`src/rtl/lsu_pkg.sv`:
```
// Shared types and constants for the load/store unit: funct3 encodings,
// FSM state type and the latched request payload.
package lsu_pkg;

  localparam int unsigned LSU_WORD_W = 32;

  localparam logic [2:0] F3_B  = 3'b000;
  localparam logic [2:0] F3_H  = 3'b001;
  localparam logic [2:0] F3_W  = 3'b010;
  localparam logic [2:0] F3_BU = 3'b100;
  localparam logic [2:0] F3_HU = 3'b101;

  typedef enum logic [2:0] {
    IDLE,
    READ,
    RMW_READ,
    WRITE,
    RESP
  } lsu_state_t;

  // Fields the datapath still needs after the request handshake.
  typedef struct packed {
    logic [2:0]            funct3;
    logic [1:0]            offset;
    logic [LSU_WORD_W-1:0] store_data;
  } lsu_req_t;

  // Stores only have byte/half/word widths; loads add the unsigned variants.
  function automatic logic f3_legal(input logic is_store, input logic [2:0] f3);
    case (f3)
      F3_B, F3_H, F3_W: return 1'b1;
      F3_BU, F3_HU:     return !is_store;
      default:          return 1'b0;
    endcase
  endfunction

endpackage

```
`src/rtl/lsu_if.sv`:
```
// Request/response channel between the execute stage (master) and the
// load/store unit (slave).
interface lsu_if;
  import lsu_pkg::*;

  logic                  reqValid;
  logic                  reqReady;
  logic                  reqStore;
  logic [2:0]            reqFunct3;
  logic [LSU_WORD_W-1:0] reqAddress;
  logic [LSU_WORD_W-1:0] reqStoreData;
  logic                  respValid;
  logic [LSU_WORD_W-1:0] respLoadData;
  logic                  respFault;

  modport master (
    output reqValid, reqStore, reqFunct3, reqAddress, reqStoreData,
    input  reqReady, respValid, respLoadData, respFault
  );

  modport slave (
    input  reqValid, reqStore, reqFunct3, reqAddress, reqStoreData,
    output reqReady, respValid, respLoadData, respFault
  );

endinterface

```
`src/rtl/lsu_lane_align.sv`:
```
// Combinational byte-lane logic: extracts and extends load data, and merges
// narrow store data into the previously read word.
module lsu_lane_align
  import lsu_pkg::*;
(
  input  logic [LSU_WORD_W-1:0] word,
  input  logic [1:0]            offset,
  input  logic [2:0]            funct3,
  input  logic [LSU_WORD_W-1:0] store_data,
  output logic [LSU_WORD_W-1:0] load_data_c,
  output logic [LSU_WORD_W-1:0] merged_c
);

  logic [4:0]  byte_shift;
  logic [4:0]  half_shift;
  logic [7:0]  lane_b;
  logic [15:0] lane_h;

  always_comb begin
    byte_shift  = {offset, 3'b000};
    half_shift  = {offset[1], 4'b0000};
    lane_b      = 8'(word >> byte_shift);
    lane_h      = 16'(word >> half_shift);
    load_data_c = '0;
    merged_c    = word;
    case (funct3)
      F3_B: begin
        load_data_c = {{(LSU_WORD_W-8){lane_b[7]}}, lane_b};
        merged_c    = (word & ~(LSU_WORD_W'(8'hFF) << byte_shift))
                    | (LSU_WORD_W'(store_data[7:0]) << byte_shift);
      end
      F3_H: begin
        load_data_c = {{(LSU_WORD_W-16){lane_h[15]}}, lane_h};
        merged_c    = (word & ~(LSU_WORD_W'(16'hFFFF) << half_shift))
                    | (LSU_WORD_W'(store_data[15:0]) << half_shift);
      end
      F3_W: begin
        load_data_c = word;
        merged_c    = store_data;
      end
      F3_BU:   load_data_c = LSU_WORD_W'(lane_b);
      F3_HU:   load_data_c = LSU_WORD_W'(lane_h);
      default: ;
    endcase
  end

endmodule

```
`src/rtl/load_store_unit.sv`:
```
// Data-memory initiator: one RV32I load/store at a time, narrow stores as
// read-modify-write. LSU_MISALIGN_TRAP_EN: fault on misaligned H/W accesses
// instead of forcing natural alignment.
module load_store_unit
  import lsu_pkg::*;
#(
  parameter int unsigned MEM_WORDS = 32
) (
  input  logic                  clock,
  input  logic                  resetN,
  lsu_if.slave                  bus,
  output logic                  MemRead,
  output logic                  MemWrite,
  output logic [LSU_WORD_W-1:0] address,
  output logic [LSU_WORD_W-1:0] writeData,
  input  logic [LSU_WORD_W-1:0] readData
);

  localparam int unsigned ADDR_LIMIT = 4 * MEM_WORDS;

  lsu_state_t            state;
  lsu_req_t              req;
  logic [LSU_WORD_W-1:0] eff_addr_c;
  logic                  fault_c;
  logic [LSU_WORD_W-1:0] load_data_c;
  logic [LSU_WORD_W-1:0] merged_c;

  // Request qualification, evaluated on the incoming (unlatched) request.
  always_comb begin
    eff_addr_c = bus.reqAddress;
    fault_c    = !f3_legal(bus.reqStore, bus.reqFunct3)
               || (bus.reqAddress >= LSU_WORD_W'(ADDR_LIMIT));
`ifdef LSU_MISALIGN_TRAP_EN
    case (bus.reqFunct3[1:0])
      2'b01:   fault_c = fault_c || bus.reqAddress[0];
      2'b10:   fault_c = fault_c || (bus.reqAddress[1:0] != 2'b00);
      default: ;
    endcase
`else
    case (bus.reqFunct3[1:0])
      2'b01:   eff_addr_c[0]   = 1'b0;
      2'b10:   eff_addr_c[1:0] = 2'b00;
      default: ;
    endcase
`endif
  end

  lsu_lane_align u_lane_align (
    .word        (readData),
    .offset      (req.offset),
    .funct3      (req.funct3),
    .store_data  (req.store_data),
    .load_data_c (load_data_c),
    .merged_c    (merged_c)
  );

  // Sequencer; every output is set on the edge that enters the state using it.
  always_ff @(posedge clock or negedge resetN) begin
    if (!resetN) begin
      state            <= IDLE;
      req              <= '0;
      bus.reqReady     <= 1'b1;
      bus.respValid    <= 1'b0;
      bus.respLoadData <= '0;
      bus.respFault    <= 1'b0;
      MemRead          <= 1'b0;
      MemWrite         <= 1'b0;
      address          <= '0;
      writeData        <= '0;
    end else begin
      case (state)
        IDLE: begin
          if (bus.reqValid) begin
            bus.reqReady <= 1'b0;
            req <= '{funct3: bus.reqFunct3, offset: eff_addr_c[1:0],
                     store_data: bus.reqStoreData};
            if (fault_c) begin
              state            <= RESP;
              bus.respValid    <= 1'b1;
              bus.respFault    <= 1'b1;
              bus.respLoadData <= '0;
            end else begin
              address <= {2'b00, eff_addr_c[LSU_WORD_W-1:2]};
              if (!bus.reqStore) begin
                state   <= READ;
                MemRead <= 1'b1;
              end else if (bus.reqFunct3 == F3_W) begin
                state     <= WRITE;
                MemWrite  <= 1'b1;
                writeData <= bus.reqStoreData;
              end else begin
                state   <= RMW_READ;
                MemRead <= 1'b1;
              end
            end
          end
        end
        READ: begin
          state            <= RESP;
          MemRead          <= 1'b0;
          address          <= '0;
          bus.respValid    <= 1'b1;
          bus.respFault    <= 1'b0;
          bus.respLoadData <= load_data_c;
        end
        RMW_READ: begin
          state     <= WRITE;
          MemRead   <= 1'b0;
          MemWrite  <= 1'b1;
          writeData <= merged_c;
        end
        WRITE: begin
          state            <= RESP;
          MemWrite         <= 1'b0;
          address          <= '0;
          writeData        <= '0;
          bus.respValid    <= 1'b1;
          bus.respFault    <= 1'b0;
          bus.respLoadData <= '0;
        end
        RESP: begin
          state            <= IDLE;
          bus.respValid    <= 1'b0;
          bus.respFault    <= 1'b0;
          bus.respLoadData <= '0;
          bus.reqReady     <= 1'b1;
        end
        default: state <= IDLE;
      endcase
    end
  end

endmodule

```
`src/flat_wrapper.sv`:
```
// flat-port wrapper written by rule: the top's interface ports become plain ports
module load_store_unit_flat import lsu_pkg::*;
#(
  parameter int unsigned MEM_WORDS = 32
)
  (clock, resetN, MemRead, MemWrite, address, writeData, readData, bus_reqValid, bus_reqStore, bus_reqFunct3, bus_reqAddress, bus_reqStoreData, bus_reqReady, bus_respValid, bus_respLoadData, bus_respFault);
  lsu_if bus_i ();
  input  logic clock;
  input  logic resetN;
  output logic MemRead;
  output logic MemWrite;
  output logic [LSU_WORD_W-1:0] address;
  output logic [LSU_WORD_W-1:0] writeData;
  input  logic [LSU_WORD_W-1:0] readData;
  input wire logic [$bits(bus_i.reqValid)-1:0] bus_reqValid;
  input wire logic [$bits(bus_i.reqStore)-1:0] bus_reqStore;
  input wire logic [$bits(bus_i.reqFunct3)-1:0] bus_reqFunct3;
  input wire logic [$bits(bus_i.reqAddress)-1:0] bus_reqAddress;
  input wire logic [$bits(bus_i.reqStoreData)-1:0] bus_reqStoreData;
  output wire logic [$bits(bus_i.reqReady)-1:0] bus_reqReady;
  output wire logic [$bits(bus_i.respValid)-1:0] bus_respValid;
  output wire logic [$bits(bus_i.respLoadData)-1:0] bus_respLoadData;
  output wire logic [$bits(bus_i.respFault)-1:0] bus_respFault;
  assign bus_i.reqValid = bus_reqValid;
  assign bus_i.reqStore = bus_reqStore;
  assign bus_i.reqFunct3 = bus_reqFunct3;
  assign bus_i.reqAddress = bus_reqAddress;
  assign bus_i.reqStoreData = bus_reqStoreData;
  assign bus_reqReady = bus_i.reqReady;
  assign bus_respValid = bus_i.respValid;
  assign bus_respLoadData = bus_i.respLoadData;
  assign bus_respFault = bus_i.respFault;
  load_store_unit #(.MEM_WORDS(MEM_WORDS)) u_core (.clock(clock), .resetN(resetN), .bus(bus_i), .MemRead(MemRead), .MemWrite(MemWrite), .address(address), .writeData(writeData), .readData(readData));
endmodule
```
`config.mk`:
```
export PLATFORM = sky130hd
export DESIGN_NAME = load_store_unit_flat
export DESIGN_NICKNAME = d
export VERILOG_FILES = /design/src/rtl/lsu_pkg.sv /design/src/rtl/lsu_if.sv /design/src/rtl/lsu_lane_align.sv /design/src/rtl/load_store_unit.sv /design/src/flat_wrapper.sv
export SDC_FILE = /design/constraint.sdc
export NUM_CORES = 1
export LEC_CHECK = 0
export BUFFER_PORTS_ARGS = -buffer_cell sky130_fd_sc_hd__clkbuf_2
export CAP_MARGIN = 25
export CORE_UTILIZATION = 30
export DETAILED_ROUTE_END_ITERATION = 8
export SYNTH_ARGS = -nofsm -noshare
export SYNTH_HDL_FRONTEND = slang
export SYNTH_SLANG_ARGS = --single-unit
export TNS_END_PERCENT = 10
```
`constraint.sdc`:
```
create_clock -name clock -period 2 [get_ports clock]
set_clock_uncertainty 0.15 [all_clocks]
set_input_delay 0.1 -clock clock [delete_from_list [all_inputs] [get_ports clock]]
set_output_delay 0.1 -clock clock [all_outputs]
set_load 0.02 [all_outputs]
```
==> results of run 1 <==
[synth_stat cells, types with 3 or more instances]
library cell  instances  area share
and2_1               28       0.025
mux2_1               11       0.018
a32oi_1               8       0.010
o22ai_1               8      0.0073
a22o_1                4      0.0051
o21a_1                7      0.0076
a21oi_1              12      0.0087
a32o_1                9       0.013
nor4_1                4      0.0036
nor2b_1               4      0.0036
mux4_2                8       0.026
nand3_1               3      0.0022
clkbuf_1             18      0.0098
a222oi_1              8       0.012
a21oi_2               9       0.011
ha_1                  3      0.0054
o32a_1                6      0.0087
o2bb2ai_1            32       0.041
a221o_1               8       0.012
buf_6                 3      0.0049
nand2_1              38       0.021
mux2i_1              21       0.030
buf_4                 4      0.0044
inv_1                16      0.0087
a22oi_1              24       0.026
buf_2                26       0.019
mux2_2               40       0.065
o21ai_0              20       0.015
nor3_1                4      0.0029
a221oi_1             11       0.014
dfrtp_1             138        0.50
nor2_1                6      0.0033
nand2b_1              7      0.0063
[power by group through the flow]
stage          Clock (mW)  Combinational [mW]  Sequential [mW]
6_report             3.57                3.79             3.71
3_3_place_gp            0                3.20             3.69
2_1_floorplan           0                2.15             3.55
3_5_place_dp            0                3.22             3.72
4_1_cts              3.62                3.42             3.67
5_1_grt              3.77                4.03             3.75
[layer usage]
metal	wire [microns]	GRT usage	share of wire
met1	10900	0.267	0.43
met2	11200	0.323	0.44
met3	1890	0.0538	0.075
met4	1230	0.106	0.049
met5	0	0	0
[worst paths after layout]
check / from / endpoint / slack (ns) / cells after the start
min in group clock: bus_reqFunct3[1] / u_core.req[33]$_DFFE_PN0P_ / 0.07 / 4
max in group asynchronous: resetN / u_core.bus.reqReady$_DFFE_PN1P_ / 1.04 / 3
hold / removal: resetN / u_core.address[10]$_DFFE_PN0P_ / -0.003 / 2
setup / recovery: u_core.state[2]$_DFFE_PN0P_ / u_core.writeData[29]$_DFFE_PN0P_ / 0.006 / 7
setup reg to reg: u_core.state[2]$_DFFE_PN0P_ / u_core.writeData[29]$_DFFE_PN0P_ / 0.006 / 7
hold reg to reg: u_core.address[15]$_DFFE_PN0P_ / u_core.address[15]$_DFFE_PN0P_ / 0.33 / 1
[cells by family after synthesis]
kind of cell             count (synthesis)  share of synthesized area
buffers and inverters                   70                     0.0499
other                                    1                   0.000544
AND/OR/NAND/NOR                        110                     0.0914
XOR/XNOR                                 1                    0.00127
adder cells (fa/ha/maj)                  3                    0.00544
flip-flops                             139                      0.505
multiplexers                            80                      0.140
AO/OA/AOI/OAI                          178                      0.207
[worst register-to-register path: cells and delay by family, from the launching register on]
kind            cells  cell delay [ns]
buf+inv             4             0.59
mux                 1             0.31
compound gates      1             0.26
simple gates        1             0.17
flops               1             0.40
[sequential cells by signal, indices dropped and copies added (netlist names)]
name                     flops
u_core.bus.respValid         1
u_core.bus.respFault         1
u_core.bus.reqReady          1
u_core.writeData            32
u_core.state                 3
u_core.address              30
u_core.MemWrite              1
u_core.MemRead               1
u_core.req                  37
u_core.bus.respLoadData     32
[placed cells by master, fill, tap and decap left out, types with 21 or more instances in the layout]
| cell type | synthesis | layout |
|---|---|---|
| dlygate4sd3_1 | 0 | 78 |
| clkbuf_2 | 0 | 199 |
| o2bb2ai_1 | 32 | 32 |
| dfrtp_1 | 138 | 133 |
| a22oi_1 | 24 | 23 |
| mux2i_1 | 21 | 21 |
| and2_1 | 28 | 26 |
| mux2_2 | 40 | 37 |
| nand2_1 | 38 | 37 |
| clkbuf_16 | 0 | 21 |
| buf_4 | 4 | 62 |
[per-stage QoR]
step | cell area, sq um | std cells
floorplan | 6910 | 583
global placement | 8580 | 1078
detailed placement | 8580 | 1079
CTS | 10100 | 1192
global route | 10500 | 1215
finish | 10500 | 1215
[area by class of cell]
cell class                      instances  area share
Inverter                               17     0.00607
Tap cell                              285      0.0339
Timing Repair Buffer                  367       0.259
Sequential cell                       139       0.332
Clock buffer                           21      0.0448
Clock inverter                         11      0.0181
Multi-Input combinational cell        375       0.306
[timing repair]
action	4_1_cts	5_1_grt
hold buffers	79	0
resized for setup	8	45
endpoints found under the hold margin	246	0
pin swaps	0	9
buffers inserted	2	19
endpoints found under the setup margin	35	92
cloned	0	5
==> results.toml, run 1 <==
[pwr]
power_density_mw_per_mm2 = 1050
power_switching_mw = 3.55
swShare = 0.321
max-vdd-ir-drop_v = 0.000676
pwr-share-comb = 0.342
power.total_mw = 11.1
p_leak_nw = 4.86
p_int_mw = 7.52
clockPowerShare = 0.322
pwr-share-seq = 0.336

[cts]
cts_tree = "yes"
cts_root_buf = "clkbuf_16"
cts_max_level = 4
clk_pin_slew_ns = 0.06
clkLatencyLatePin_ns = 0.43
clk_path_buf_depth = 2
clock_sinks = 139
cts_made_buffers = 17

[drt]
first_pass_iters = 7
drc_errors = 0
dr.first_iter.drc_count = 555
vias = 6383
wl_per_cell_microns = 20.7
via_per_inst = 5.25
routed_wl_mm = 25.2
route.antenna.remaining_nets = 0

[placed_design]
place.gp.congestion = 0.852
portBuffers = 201
pre_cts_slack_ns = -0.104
hpwl_mm = 17.3

[global_route]
grt_pass1_wl_mm = 37.1
antenna_found_initial = 0
grt_max_degree = 43
grt_overflow = 0
grtUsageTotal = 0.208
grt_pass1_vias = 6416

[logic_synthesis]
synth.avg_cell_area_sq_um = 11.8
async_reset_ff_frac = 1.00
synth.distinct_cells = 61
ys_seq_elements = 139
synth-edff-count = 0
ys_seq_area_frac = 0.505
synth_warnings = 0
netlist_area_sq_mm = 0.00690
synth-main-ff-cell = "dfrtp_1"
syn_inst = 582

[worst_setup_path]
slowest_delay_ns = 0.40
arrival_ns = 2.15
path_delay_family = "buffers and inverters"
cp.required_ns = 2.16
crit_chain = "buf_6 -> nand2b_4 -> buf_12 -> a21oi_4 -> clkbuf_16 -> buf_12 -> mux2_1"
path_class = "reg2reg"
cp-end-kind = "register"
path_buf_inv = 4
slowest_stage = "dfrtp_1"
cp_max_fo = 6
startpoint_type = "register"
cp_common_cell = "buf_12"

[final_layout]
fin_util = 0.465
seq_area_sq_mm = 0.00349
syn_to_final_growth_pct = 52.3
multi_input_area_sq_mm = 0.00322
fillers = 2097
nNetsFinal = 1023
drive_above_1_share = 0.452
n_antenna_cell = 0

[die]
initial_core_util = 0.306
core_area_sq_mm = 0.0226
dieArea_sq_mm = 0.0236
die_h_microns = 154
row_count = 55
ioPinCount = 204
die_w_microns = 154

[timing]
period_share = 0.997
max_freq_mhz = 502
setup_violations = 0
min_period_ns = 1.99
final.setup.tns_ns = 0
final.setup.worst_slack_ns = 0.00618
drv_slew = 0
rsz0062_at_grt = "true"
hold_slack_ns = -0.00335
finalHoldViolations = 4

[hold_path]
worst_hold_path_type = "in2async"

[outcome]
failed_checks = "hold timing"
outcome = "finished with violations"

[run]
drv_cap = 0
No activity file was read; power rests on OpenSTA's default activity.
==> run 2, diff against run 1 <==
Settings changed: ABC_AREA from default to 1.
==> run 2 against run 1 <==
Effect of this change: the flow now finishes without violations; core utilization shrank 4.8 points; largest power group unchanged; non-clock buffer count shrank 69; register-to-register slack gained 0.07 ns; clock power shrank 7.0%; largest cell class is now multi-input combinational cells; wire length grew 8.3%; sequential power grew 15%; design area grew 1.2%; power grew 26%.
==> results.toml, run 2 <==
[logic_synthesis]
synth_compound_gate_area_share = 0.120
post-synth-top-count-cell = "nand2_1"
synth_simple_gate_area_frac = 0.367
synth.avg_cell_area_sq_um = 6.90
synthMuxAreaShare = 0
synth_commonest_cells = "556 x nand2_1, 138 x dfrtp_1, 72 x nand3_1"
synth-main-ff-cell = "dfrtp_1"
synth_warnings = 0
synth-xor-area-share = 0
yosys-top-cells-area = "dfrtp_1 44%, nand2_1 26%, nand3_1 4.6%"
syn_inst = 1142
synthAdderAreaFrac = 0.00477
synth.distinct_cells = 35
synth_top_area_cell = "dfrtp_1"
synth_top_family_by_area = "simple AND/OR/NAND/NOR gates"
synth-edff-count = 0
async_reset_ff_frac = 1.00
ys_seq_area_frac = 0.442
synth_top_area_share = 0.438
ys_seq_elements = 139
netlist_area_sq_mm = 0.00788

[timing]
drv_slew = 0
relSlewSlack = 0.430
min_period_ns = 1.92
hold_slack_ns = 0.0144
worst_slew_pin_slew_ns = 0.854
period_share = 0.962
rsz0062_at_grt = "true"
finalHoldViolations = 0
setup_violations = 0
max_freq_mhz = 520
final.setup.worst_slack_ns = 0.0763

[global_route]
grtUsageTotal = 0.208
antenna_found_initial = 0
grt_max_degree = 52
grt_pass1_vias = 7825
grt_pass1_wl_mm = 42.8
grt_overflow = 0

[final_layout]
fillers = 2651
drive_above_1_share = 0.218
final_cell_mix = "553 x nand2_1, 200 x clkbuf_2, 137 x dfrtp_1, 72 x nand3_1, 67 x o21ai_0"
largest_reg_flops = 37
nNetsFinal = 1504
multi_input_area_sq_mm = 0.00393
reg_top3 = "u_core.req (37), u_core.bus.respLoadData (32), u_core.writeData (32)"
seq_area_sq_mm = 0.00348
n_antenna_cell = 0
largest-register = "u_core.req"
fin_area_sq_mm = 0.0106
syn_to_final_growth_pct = 34.9
final_common_cell = "nand2_1"

[worst_setup_path]
cp.required_ns = 2.22
path_class = "reg2reg"
crit_chain = "nor2_1 -> nand2_1 -> inv_2 -> nand2_1 -> nand4_1 -> nand3_1 -> nand2_1 -> nand2_1 -> nand2_1"
path_buf_inv = 1
slowest_delay_ns = 0.43
path_delay_family = "simple AND/OR/NAND/NOR gates"
slowest_stage = "dfrtp_1"
cp_common_cell = "nand2_1"
arrival_ns = 2.14
cp-end-kind = "register"
startpoint_type = "register"
cp_max_fo = 17

[drt]
route.antenna.remaining_nets = 0
wl_per_cell_microns = 15.7
via_per_inst = 4.78
vias = 8321
drc_errors = 0
routed_wl_mm = 27.2
dr.first_iter.drc_count = 621
first_pass_iters = 5

[pwr]
power.total_mw = 13.9
p_leak_nw = 5.71
power_density_mw_per_mm2 = 1310
max-vdd-ir-drop_v = 0.000673

[placed_design]
pre_cts_slack_ns = -0.0151
portBuffers = 201
hpwl_mm = 20.4
placed_area_sq_mm = 0.00941
place.gp.congestion = 0.914

[run]
drv_cap = 0

[die]
die_w_microns = 164
initial_core_util = 0.309
row_count = 58
core_area_sq_mm = 0.0255
dieArea_sq_mm = 0.0269
die_h_microns = 164
ioPinCount = 204

[cts]
clkLatencyLatePin_ns = 0.43
post_cts_buffers = 0
cts_root_buf = "clkbuf_16"
clk_pin_slew_ns = 0.07
cts_made_buffers = 17
clock_sinks = 139
cts_tree = "yes"
clk_path_buf_depth = 2
cts_max_level = 4

[outcome]
outcome = "finished clean"

[hold_path]
worst_hold_path_type = "in2reg"
run 2: cell count changes after synthesis, moves of 21 or more:
cell,change
nand3_1,+69
inv_1,+36
mux2_2,-40
o211ai_1,+29
o21ai_0,+47
mux2i_1,-21
o2bb2ai_1,-32
and2_1,-28
nor2_1,+57
a22oi_1,-24
nand2_1,+518
a21boi_0,+25
run 2: per-layer routing:
metal / global-route usage / vias to the layer above / routed length (microns)
met5: 0 / - / 0
met4: 0.0627 / 0 / 538
met3: 0.0455 / 36 / 1790
met2: 0.325 / 296 / 12200
met1: 0.285 / 3829 / 12700
li1: - / 4160 / -
run 2: metrics by stage:
stage                     TNS (ns)  cells   util
after global routing        -0.542   1741  0.417
after floorplan                  0   1143      -
final                            0   1741  0.417
after CTS                        0   1741  0.416
after detailed placement   -0.0567   1650  0.369
after global placement    -0.00266   1650  0.369
run 2: final timing paths:
check                                                         endpoint  depth (start not counted)                                   start  slack, ns
worst min register to register  u_core.bus.respLoadData[5]$_DFFE_PN0P_                          2  u_core.bus.respLoadData[5]$_DFFE_PN0P_       0.32
max in group asynchronous              u_core.bus.reqReady$_DFFE_PN1P_                          3                                  resetN       1.01
worst max-delay path                  u_core.writeData[25]$_DFFE_PN0P_                          9              u_core.req[36]$_DFFE_PN0P_       0.08
min in group asynchronous       u_core.bus.respLoadData[2]$_DFFE_PN0P_                          2                                  resetN       0.03
worst max register to register        u_core.writeData[25]$_DFFE_PN0P_                          9              u_core.req[36]$_DFFE_PN0P_       0.08
worst min-delay path                  u_core.writeData[18]$_DFFE_PN0P_                          7                            readData[18]       0.01
run 2: logic make-up (layout without fill, tap and decap cells):
logic type | Yosys count | in the layout
AO/OA/AOI/OAI | 156 | 157
adder cells (fa/ha/maj) | 3 | 3
buffers and inverters | 123 | 390
other | 1 | 2
AND/OR/NAND/NOR | 720 | 720
flip-flops | 139 | 139
run 2: area by class of cell:
cell class,count,share of cell area
inverters,60,0.0218
clock inverters,15,0.0167
flip-flops and latches,139,0.328
multi-input cells,882,0.369
well taps,330,0.0389
repair buffers,298,0.186
clock buffers,17,0.0400
run 2: what timing repair did:
item / 4_1_cts / 5_1_grt
endpoints found under the hold margin: 228 / 0
pin swaps: 0 / 0
hold buffers: 58 / 0
resized for setup: 0 / 9
endpoints found under the setup margin: 5 / 45
gates cloned: 1 / 0
run 2: where the power goes:
part           switching (mW)  internal [mW]  total, mW
Sequential              0.679           3.60       4.28
Combinational            4.15           2.18       6.33
Clock                    1.43           1.89       3.32
run 2: worst min-delay path, cell delays in order:
cell and delay [ns]:
clkbuf_2 0.10, nand2_1 0.05, nand3_1 0.06, nand2_1 0.07
nand2_1 0.06, nand2_1 0.06, nand2_1 0.05
==> run 3, diff against run 2 <==
Clock period 2 ns to 2.4 ns, I/O delays scaled along.
==> run 3 against run 2 <==
Effect of this change: sequential cell count is the same; fmax shrank 13%; global-route usage grew 0.32 points; design area shrank 2.3%; sequential share of layout area grew 0.78 points; die area is the same; first-iteration DRC count grew 27%; clock-buffer cell count is the same; core utilization shrank 0.97 points; via count grew 0.48%; worst setup slack gained 0.12 ns; highest routed layer unchanged.
==> results.toml, run 3 (synthesis results as in run 2) <==
[cts]
clkLatencyLatePin_ns = 0.43
cts_max_level = 4
cts_tree = "yes"
clock_sinks = 139
cts_made_buffers = 17
clk_path_buf_depth = 2
clk_pin_slew_ns = 0.06
cts_root_buf = "clkbuf_16"

[die]
dieArea_sq_mm = 0.0269
ioPinCount = 204
initial_core_util = 0.309
core_area_sq_mm = 0.0255
die_h_microns = 164
row_count = 58
die_w_microns = 164

[pwr]
p_leak_nw = 5.61
power_density_mw_per_mm2 = 1090
max-vdd-ir-drop_v = 0.000525
power.total_mw = 11.3

[worst_setup_path]
slowest_delay_ns = 0.37
reg2reg_slack_ns = 0.20
path_class = "reg2reg"
slowest_stage = "dfrtp_1"
arrival_ns = 2.36
cp_common_cell = "nand2_1"
cp.required_ns = 2.56
cp-end-kind = "register"
startpoint_type = "register"
cp_max_fo = 11
crit_chain = "inv_1 -> nor2_2 -> nand2_2 -> nand2_2 -> nand2_2 -> nand2_1 -> nand3_1 -> nand2_1 -> nand2_1 -> nand2_1 -> nand2_1"

[timing]
final.setup.tns_ns = 0
max_freq_mhz = 455
worst_slew_pin_slew_ns = 0.965
drv_slew = 0
final.setup.worst_slack_ns = 0.200
rsz0062_at_grt = "false"
min_period_ns = 2.20
finalHoldViolations = 0
period_share = 0.917
relSlewSlack = 0.356
setup_violations = 0

[final_layout]
drive_above_1_share = 0.206
fin_util = 0.408
reg_top3 = "u_core.req (37), u_core.bus.respLoadData (32), u_core.writeData (32)"
fillers = 2690
largest-register = "u_core.req"
final_common_cell = "nand2_1"
n_antenna_cell = 0
largest_reg_flops = 37
final_cell_mix = "555 x nand2_1, 200 x clkbuf_2, 137 x dfrtp_1, 72 x nand3_1, 67 x o21ai_0"
syn_to_final_growth_pct = 31.8
nNetsFinal = 1488

[global_route]
grtUsageTotal = 0.211
grt_pass1_wl_mm = 43.8
grt_max_degree = 60
grt_overflow = 0
antenna_found_initial = 0
grt_pass1_vias = 7890

[run]
drv_cap = 0

[drt]
vias = 8361
dr.first_iter.drc_count = 791
via_per_inst = 4.85
first_pass_iters = 6
drc_errors = 0
wl_per_cell_microns = 16.0
route.antenna.remaining_nets = 0
routed_wl_mm = 27.6

[outcome]
outcome = "finished clean"

[placed_design]
pre_cts_slack_ns = 0.0886
place.gp.congestion = 0.927
portBuffers = 201
hpwl_mm = 20.6

[hold_path]
worst_hold_path_type = "in2reg"
-- run 3: changes by cell type in the layout (fill, tap and decap cells not counted), moves of 2 or more --
cell / previous run / this run
buf_4: 32 / 25
dlygate4sd3_1: 58 / 56
inv_6: 6 / 8
a21oi_2: 3 / 1
inv_1: 50 / 52
nand2_2: 9 / 7
buf_12: 7 / 1
nand2_1: 553 / 555
-- run 3: per-layer routing --
layer  track usage  up-vias  wire [microns]
met5       0.00379        -               0
met4        0.0598        0             590
met3        0.0412       43            2010
met2         0.324      398           12100
met1         0.299     3808           12900
li1              -     4112               -
-- run 3: final timing paths --
path / from / endpoint / depth (start not counted)
max in group asynchronous: resetN / u_core.writeData[28]$_DFFE_PN0P_ / 3
min in group asynchronous: resetN / u_core.bus.respLoadData[22]$_DFFE_PN0P_ / 2
worst min-delay path: readData[7] / u_core.bus.respLoadData[7]$_DFFE_PN0P_ / 5
worst max-delay path: u_core.req[34]$_DFFE_PN0P_ / u_core.writeData[17]$_DFFE_PN0P_ / 11
worst min register to register: u_core.bus.respLoadData[27]$_DFFE_PN0P_ / u_core.bus.respLoadData[27]$_DFFE_PN0P_ / 2
worst max register to register: u_core.req[34]$_DFFE_PN0P_ / u_core.writeData[17]$_DFFE_PN0P_ / 11
-- run 3: cell type report --
| cell class | instances | area, sq um | area share |
|---|---|---|---|
| clock inverters | 15 | 154 | 0.0148 |
| repair buffers | 283 | 1780 | 0.172 |
| inverters | 60 | 228 | 0.0219 |
| multi-input cells | 881 | 3900 | 0.376 |
| flip-flops and latches | 139 | 3480 | 0.335 |
| well taps | 330 | 413 | 0.0398 |
| clock buffers | 17 | 425 | 0.0410 |
-- run 3: power by group --
group	internal, mW	switching, mW	total, mW
registers	3.00	0.576	3.58
clock network	1.47	1.17	2.64
logic	1.63	3.47	5.09
total	6.10	5.21	11.3
-- run 3: what timing repair did --
| item | CTS | global route |
|---|---|---|
| setup buffers | 0 | 0 |
| hold buffers | 56 | 0 |
| setup endpoints to repair | 0 | 32 |
| endpoints found under the hold margin | 141 | 0 |
| resized for setup | 0 | 2 |
-- run 3: per-stage QoR --
step           hold WS [ns]  std cells  cell area (sq um)
6_report             0.0250       1725              10400
5_1_grt              0.0444       1725              10400
2_1_floorplan        -0.326       1143               7880
3_5_place_dp         0.0159       1637               9230
3_3_place_gp         0.0136       1637               9230
4_1_cts             0.00440       1725              10400
-- run 3: critical path: cells and delay by family, from the launching register on --
kind          cells  cell delay (ns)
buf+inv           1             0.07
simple gates     10             1.47
flops             1             0.37
